### config.mk
export PLATFORM = sky130hd
export DESIGN_NAME = ysyx_23060072_pipe_ctrl
export DESIGN_NICKNAME = d
export VERILOG_FILES = /design/src/rtl/ysyx_23060072_pkg.sv /design/src/rtl/ysyx_23060072_pipe_ctrl.sv
export SDC_FILE = /design/constraint.sdc
export NUM_CORES = 1
export LEC_CHECK = 0
export BUFFER_PORTS_ARGS = -buffer_cell sky130_fd_sc_hd__buf_2
export CORE_ASPECT_RATIO = 1.75
export CORE_UTILIZATION = 35
export DETAILED_ROUTE_END_ITERATION = 10
export PLACE_DENSITY = 0.65
export SYNTH_ARGS = -nofsm -noshare
export SYNTH_HDL_FRONTEND = slang
export SYNTH_SLANG_ARGS = --single-unit
export TNS_END_PERCENT = 1
### constraint.sdc
create_clock -name clk -period 1.75 [get_ports clk]
set_input_delay 0.2625 -clock clk [delete_from_list [all_inputs] [get_ports clk]]
set_output_delay 0.2625 -clock clk [all_outputs]
set_load 0.05 [all_outputs]
### src/rtl/ysyx_23060072_pkg.sv
// Shared types and constants for the pipeline control slice.
// FSM encoding, counter width and the x0 register address.
package ysyx_23060072_pkg;

  localparam int         CNT_W  = 32;
  localparam logic [4:0] REG_X0 = 5'd0;

  typedef enum logic {
    IDLE     = 1'b0,
    LSU_WAIT = 1'b1
  } lsu_state_e;

endpackage

### src/rtl/ysyx_23060072_pipe_ctrl.sv
// Stall/flush sequencing for the five-stage RV32E pipe.
// Handles load-use, LSU memory waits, EX redirects and stale fetches.
module ysyx_23060072_pipe_ctrl
  import ysyx_23060072_pkg::*;
(
  input  logic             clk,
  input  logic             rst,
  input  logic             id_has_rs1,
  input  logic             id_has_rs2,
  input  logic [4:0]       id_rs1_addr,
  input  logic [4:0]       id_rs2_addr,
  input  logic             id_store_flag,
  input  logic             id2ex_load_flag,
  input  logic [4:0]       id2ex_wb_addr,
  input  logic             ex_redirect,
  input  logic             lsu_req_valid,
  input  logic             lsu_resp_valid,
  input  logic             ifu_busy,
  input  logic             ifu_resp_valid,
  output logic             pc_stall,
  output logic             if2id_stall,
  output logic             id2ex_stall,
  output logic             ex2lsu_stall,
  output logic             if2id_flush,
  output logic             id2ex_flush,
  output logic             lsu2wb_flush,
  output logic             ifu_resp_drop,
  output logic [CNT_W-1:0] stall_cnt,
  output logic [CNT_W-1:0] flush_cnt
);

  lsu_state_e       state_q, state_d;
  logic             drop_pending_q, drop_pending_d;
  logic [CNT_W-1:0] stall_cnt_q, stall_cnt_d;
  logic [CNT_W-1:0] flush_cnt_q, flush_cnt_d;

  logic load_use;
  logic freeze;
  logic redir_eff;
  logic lu_eff;

  // Hazard classification: freeze beats redirect beats load-use.
  always_comb begin
    load_use  = 1'b0;
    freeze    = 1'b0;
    redir_eff = 1'b0;
    lu_eff    = 1'b0;
    // A store's rs2 is forwarded at LSU, so it never needs the bubble.
    load_use  = id2ex_load_flag
              & (id2ex_wb_addr != REG_X0)
              & ((id_has_rs1 & (id_rs1_addr == id2ex_wb_addr))
               | (id_has_rs2 & (id_rs2_addr == id2ex_wb_addr)
                  & ~id_store_flag));
    freeze    = ((state_q == IDLE) & lsu_req_valid & ~lsu_resp_valid)
              | ((state_q == LSU_WAIT) & ~lsu_resp_valid);
    redir_eff = ex_redirect & ~freeze;
    lu_eff    = load_use & ~freeze & ~redir_eff;
  end

  // Next-state for LSU FSM, drop tracker and perf counters.
  always_comb begin
    state_d        = state_q;
    drop_pending_d = drop_pending_q;
    stall_cnt_d    = stall_cnt_q;
    flush_cnt_d    = flush_cnt_q;
    unique case (state_q)
      IDLE:     if (lsu_req_valid & ~lsu_resp_valid) state_d = LSU_WAIT;
      LSU_WAIT: if (lsu_resp_valid) state_d = IDLE;
      default:  state_d = IDLE;
    endcase
    if (drop_pending_q & ifu_resp_valid)
      drop_pending_d = 1'b0;
    if (redir_eff & ifu_busy & ~ifu_resp_valid)
      drop_pending_d = 1'b1;
    if (freeze | lu_eff)
      stall_cnt_d = stall_cnt_q + 1'b1;
    if (redir_eff)
      flush_cnt_d = flush_cnt_q + 1'b1;
  end

  // State and counter registers.
  always_ff @(posedge clk) begin
    if (rst) begin
      state_q        <= IDLE;
      drop_pending_q <= 1'b0;
      stall_cnt_q    <= '0;
      flush_cnt_q    <= '0;
    end else begin
      state_q        <= state_d;
      drop_pending_q <= drop_pending_d;
      stall_cnt_q    <= stall_cnt_d;
      flush_cnt_q    <= flush_cnt_d;
    end
  end

  // Pipeline control outputs; reset forces bubbles everywhere.
  always_comb begin
    pc_stall      = 1'b0;
    if2id_stall   = 1'b0;
    id2ex_stall   = 1'b0;
    ex2lsu_stall  = 1'b0;
    if2id_flush   = 1'b0;
    id2ex_flush   = 1'b0;
    lsu2wb_flush  = 1'b0;
    ifu_resp_drop = 1'b0;
    if (rst) begin
      if2id_flush   = 1'b1;
      id2ex_flush   = 1'b1;
      lsu2wb_flush  = 1'b1;
      ifu_resp_drop = 1'b1;
    end else begin
      if (freeze) begin
        pc_stall     = 1'b1;
        if2id_stall  = 1'b1;
        id2ex_stall  = 1'b1;
        ex2lsu_stall = 1'b1;
        lsu2wb_flush = 1'b1;
      end else if (redir_eff) begin
        if2id_flush = 1'b1;
        id2ex_flush = 1'b1;
      end else if (lu_eff) begin
        pc_stall    = 1'b1;
        if2id_stall = 1'b1;
        id2ex_flush = 1'b1;
      end
      ifu_resp_drop = ifu_resp_valid & (drop_pending_q | redir_eff);
    end
  end

  assign stall_cnt = stall_cnt_q;
  assign flush_cnt = flush_cnt_q;

endmodule

==> flow_summary_export.csv, run 1 <==
group,metric,value,unit
cts,cts_made_buffers,9,
grt,grt_use_total,19.4,%
min_path,hold_path_end,"drop_pending_q$_SDFFE_PP0P_",
pwr,pwr-share-seq,40.3,%
detailed_routing,routed_wirelength,9210,um
logic_synthesis,syn_inst,397,
worst_setup_path,regToRegEndpoint,"stall_cnt[16]$_SDFFE_PP0P_",
cts,cts_sinks,66,
placement,dp_hpwl,6910,um
detailed_routing,wl_met3,325,um
worst_setup_path,cpMostUsedCell,"buf_6",
floorplanning,num_rows,46,
worst_setup_path,reg2reg_slack,-10,ps
layout,n_antenna_cell,0,
worst_setup_path,cp.arrival,1590,ps
sta,maxSlewHeadroom,75.6,%
grt,overflow,0,
grt,antenna_found_initial,0,
logic_synthesis,synth_top_area_share,39.9,%
grt,grt_pass1_wl,14600,um
layout,area_growth,47.3,%
sta,whs,100,ps
floorplanning,die_h,131,um
detailed_routing,wire_per_inst,13.7,um
floorplanning,die_area,0.00986,sq mm
floorplanning,die_w,75.5,um
sta,finalSetupViolCount,15,
worst_setup_path,critPathLaunchType,"flop",
grt,grt_max_degree,39,
detailed_routing,drtPass1Iterations,4,
floorplanning,start_util,36.4,%
pwr,worst_ir_drop_vdd,0.488,mV
detailed_routing,ant_nets,0,
placement,globalplace.congestion,0.802,
sta,worst_pin_slew,365,ps
status,violations,"setup timing",
sta,finalCritPeriodShare,106,%
run,cap_violations,0,
sta,drv_slew,0,
logic_synthesis,ys_types,38,
floorplanning,ios,98,
detailed_routing,drt-initial-drc-count,115,
placement,place_ws,-318,ps
logic_synthesis,synth-edff-count,0,
logic_synthesis,synth_warnings,0,
worst_setup_path,crit_required,1490,ps
floorplanning,fp.coreArea,0.00909,sq mm
status,status,"finished with violations",
logic_synthesis,avgSynthCellArea,8.33,sq um
logic_synthesis,synth_seq_cells,66,
worst_setup_path,reg2reg_from,"state_q$_SDFF_PP0_",
logic_synthesis,synthTopCellsByArea,"dfxtp_1, a21oi_1, xnor2_1",
cts,clock_latency,340,ps
cts,htree_levels,3,
detailed_routing,via_count,3491,
pwr,power_frac_comb,8.5,%
pwr,p_switching,0.880,mW
sta,post-route-min-period,1850,ps
min_path,hold_start,"ifu_resp_valid",
detailed_routing,top_layer_used,"met4",
worst_setup_path,crit_slowest_cell,"dfxtp_2",
pwr,totalPowerFinal,3.78,mW
cts,cts_hold_buffers,0,
placement,placed_cells,655,
cts,cts_tree,"yes",
sta,fin_skew,8.72,ps
min_path,whs_path_depth,2,
layout,drive_gt1_share,44.3,%
layout,nNetsFinal,576,
worst_setup_path,worstPathCellList,"o21bai_4 > buf_6 > and2_4 > or2_4 > a21oi_4 > buf_6",
cts,cts_root_buf,"clkbuf_16",
worst_setup_path,crit_fanout,4,
min_path,hp-class,"input pin to flop",
logic_synthesis,synth_seq_area_share,39.9,%
placement,place_area,0.00441,sq mm
sta,worst_slack,-105,ps
pwr,power_frac_clock,51.2,%
pwr,p_leak,2.01,nW
layout,post-route-util,53.6,%
logic_synthesis,async_flop_share,0,%
sta,rsz0062_at_grt,"yes",
logic_synthesis,synth_nets,425,
pwr,power.density,775,mW/mm^2
placement,portBuffers,97,
worst_setup_path,criticalPathCategory,"flop to primary output",
detailed_routing,drc_errors,0,
worst_setup_path,cp-end-kind,"primary output",
cts,clock_path_buffers,2,
detailed_routing,vias_per_cell,5.19,
logic_synthesis,synth_largest_area_cell,"dfxtp_1",
pwr,swShare,23.3,%
layout,fin_cells,673,
grt,grt_pass1_vias,3301,
worst_setup_path,crit_path_max_incr_delay,350,ps
cts,clk_pin_slew,50,ps
sta,fin_setup_tns,-640,ps
logic_synthesis,synth_ff_type,"dfxtp_1",
sta,hold_violations,0,
logic_synthesis,synth_area,0.00331,sq mm
detailed_routing,route.met2.wl,5080,um
logic_synthesis,synth_most_common_cell,"dfxtp_1",
logic_synthesis,synth.top_cells.by_count,"dfxtp_1, nor2_1, a21oi_1, or3_1, o21ai_0",
detailed_routing,drt-met1-wl,3570,um
sta,max_freq,539,MHz
layout,design_area,0.00487,sq mm
pwr,intPower,2.90,mW
layout,fillCellCount,900,
worst_setup_path,reg2regPathDepth,6,
[cell usage in the layout (no fill, tap or decap), types with 9 or more instances in the layout]
cell / n
a21oi_1: 38
and3_1: 10
buf_2: 93
buf_4: 60
clkbuf_16: 9
dfxtp_1: 28
dfxtp_2: 34
nand2_1: 23
nand3_1: 24
nand4_1: 16
nor2_1: 37
o21ai_0: 26
o31ai_1: 11
or3_1: 26
or4_1: 12
xnor2_1: 20
xor2_1: 12
[metal layers]
layer	GRT usage, %	up-vias
li1	-	1739
met5	0	-
met2	36.9	83
met4	10.1	0
met3	2.91	17
met1	19.5	1652
[how the worst max path moves through the flow]
stage | endpoint | start | cells past startpoint | slack, ps
after floorplan | pc_stall | lsu_resp_valid | 6 | -160
after global placement | stall_cnt[1]$_SDFFE_PP0P_ | id2ex_wb_addr[1] | 8 | -250
after detailed placement | stall_cnt[16]$_SDFFE_PP0P_ | id2ex_wb_addr[2] | 9 | -320
after CTS | id2ex_flush | state_q$_SDFF_PP0_ | 6 | -130
after global routing | pc_stall | state_q$_SDFF_PP0_ | 6 | -150
final | pc_stall | state_q$_SDFF_PP0_ | 6 | -100
[registers in the layout (all words and copies together) (netlist names)]
name,cells
flush_cnt,32
stall_cnt,32
drop_pending_q,1
state_q,1
[final cells by class]
cell class                 instances  area, sq um  area share (%)
timing repair buffer             161         1030            21.2
clock inverter                     3         45.0           0.924
inverter                           6         22.5           0.462
multi-input combinational        304         1960            40.3
tap                              120          150            3.08
sequential                        66         1380            28.3
clock buffer                      13          280            5.75
[what timing repair did]
item	in CTS	in global routing
setup endpoints to repair	21	37
pin swaps	3	9
gates resized for setup	13	14
setup buffers	2	0
[power by group through the flow]
stage                     Sequential, mW  Combinational, mW  Clock [mW]
after global routing                1.52              0.347        2.02
final                               1.52              0.323        1.93
after CTS                           1.52              0.313        1.97
after floorplan                     1.58              0.171           0
after global placement              1.55              0.295           0
after detailed placement            1.55              0.300           0
[cell families after synthesis]
kind of cell	after synthesis	share of synthesized area, %
fa+ha+maj	2	0.756
buf+inv	27	4.50
xor+xnor	34	9.00
mux	3	1.06
simple gates	183	30.7
flops	66	39.9
compound gates	82	14.1
[worst max-delay path: cells and delay by family (launching register included)]
family | cells | cell delay [ps]
DFF | 1 | 350
buffers and inverters | 2 | 300
AOI/OAI and AO/OA | 2 | 240
and+or+nand+nor | 2 | 380
(Power assumes the default switching activity.)
==> inputs of run 2 (changes only) <==
PLACE_DENSITY = 0.71   (was 0.65)
==> flow_summary_export.csv, run 2 (synthesis results as in run 1) <==
group,metric,value,unit
sta,finalSetupViolCount,3,
sta,fin_skew,4.05,ps
detailed_routing,wire_per_inst,13.9,um
floorplanning,die_h,131,um
detailed_routing,vias_per_cell,5.26,
detailed_routing,drc_errors,0,
detailed_routing,via_count,3522,
sta,hold_violations,0,
detailed_routing,routed_wirelength,9340,um
sta,max_freq,562,MHz
worst_setup_path,cp_top_family,"simple AND/OR/NAND/NOR gates",
cts,cts_tree,"yes",
floorplanning,die_w,75.5,um
sta,drv_slew,0,
floorplanning,die_area,0.00986,sq mm
pwr,worst_ir_drop_vdd,0.827,mV
floorplanning,start_util,36.4,%
worst_setup_path,crit_path_max_incr_delay,340,ps
sta,worst_slack,-28.1,ps
worst_setup_path,cp-end-kind,"primary output",
worst_setup_path,critPathLaunchType,"flop",
grt,grt_pass1_wl,14600,um
worst_setup_path,crit_slowest_cell,"dfxtp_2",
cts,htree_levels,3,
placement,portBuffers,97,
cts,cts_root_buf,"clkbuf_16",
placement,dp_hpwl,6950,um
cts,clock_path_buffers,2,
grt,grt_use_total,19.3,%
placement,globalplace.congestion,0.873,
placement,place_ws,-229,ps
worst_setup_path,crit_fanout,5,
floorplanning,num_rows,46,
cts,clock_latency,330,ps
detailed_routing,ant_nets,0,
worst_setup_path,cp.arrival,1520,ps
worst_setup_path,crit_required,1490,ps
layout,nNetsFinal,573,
worst_setup_path,worstPathCellList,"o21bai_4 > and2_4 > or2_4 > a21oi_4 > buf_6",
sta,rsz0062_at_grt,"yes",
layout,final_cell_mix,"buf_2, buf_4, nor2_1, a21oi_1, dfxtp_2",
sta,fin_setup_tns,-74.2,ps
detailed_routing,drt-initial-drc-count,143,
worst_setup_path,criticalPathCategory,"flop to primary output",
cts,cts_sinks,66,
sta,post-route-min-period,1780,ps
run,cap_violations,0,
grt,antenna_found_initial,0,
status,violations,"setup timing",
layout,area_growth,45.3,%
layout,n_antenna_cell,0,
layout,drive_gt1_share,45.5,%
cts,clk_pin_slew,50,ps
grt,grt_pass1_vias,3439,
grt,grt_max_degree,59,
sta,maxSlewHeadroom,79.4,%
layout,final_common_cell,"buf_2",
cts,cts_made_buffers,9,
placement,placed_cells,651,
pwr,p_leak,1.98,nW
floorplanning,ios,98,
sta,worst_pin_slew,309,ps
layout,fin_cells,670,
pwr,power.density,737,mW/mm^2
sta,whs,111,ps
detailed_routing,drtPass1Iterations,4,
min_path,hp-class,"input pin to flop",
sta,finalCritPeriodShare,102,%
grt,overflow,0,
status,status,"finished with violations",
worst_setup_path,path_buf_inv,1,
pwr,totalPowerFinal,3.54,mW
floorplanning,fp.coreArea,0.00909,sq mm
==> run 2: through the flow <==
stage | utilization (%) | area, sq um
5_1_grt | 52.9 | 4810
2_1_floorplan | - | 3410
3_5_place_dp | 47.9 | 4360
3_3_place_gp | 47.9 | 4360
4_1_cts | 51.5 | 4680
6_report | 52.9 | 4810
==> run 2: worst reg2reg max path: cells and delay by family, from the launching register on <==
family / cells / cell delay (ps)
buf+inv: 1 / 150
simple gates: 5 / 990
compound gates: 1 / 170
flops: 1 / 350
==> run 2: timing repair <==
| item | CTS | global route |
|---|---|---|
| setup buffers | 0 | 3 |
| resized for setup | 10 | 26 |
| setup endpoints to repair | 23 | 35 |
| pin swaps | 3 | 9 |
| hold buffers | 0 | 0 |
==> run 2: power breakdown <==
part | internal [mW] | switching, mW | total, mW
logic | 0.112 | 0.192 | 0.304
clock network | 1.07 | 0.648 | 1.72
registers | 1.51 | 0.0114 | 1.52
==> run 2: layout make-up <==
type / instances / area [sq um]
fill: 902 / 4290
multi-input combinational: 304 / 1980
sequential: 66 / 1380
timing repair buffer: 158 / 981
clock buffer: 12 / 267
tap: 120 / 150
clock inverter: 4 / 23.8
inverter: 6 / 22.5
==> run 2: final timing paths <==
path	from	to	slack, ps	cells past startpoint
hold / removal	ifu_resp_valid	drop_pending_q$_SDFFE_PP0P_	110	2
hold reg to reg	stall_cnt[16]$_SDFFE_PP0P_	stall_cnt[16]$_SDFFE_PP0P_	490	2
setup / recovery	state_q$_SDFF_PP0_	pc_stall	-30	5
setup reg to reg	stall_cnt[16]$_SDFFE_PP0P_	stall_cnt[25]$_SDFFE_PP0P_	20	7
==> run 2: layer usage <==
metal,wire (um),part of all wire [%],global-route usage (%),vias up
met5,0,0,0,-
met4,198,2.1,8.17,0
met3,367,3.9,5.29,17
met2,5290,57,37.2,84
met1,3480,37,18.3,1680
li1,-,-,-,1741
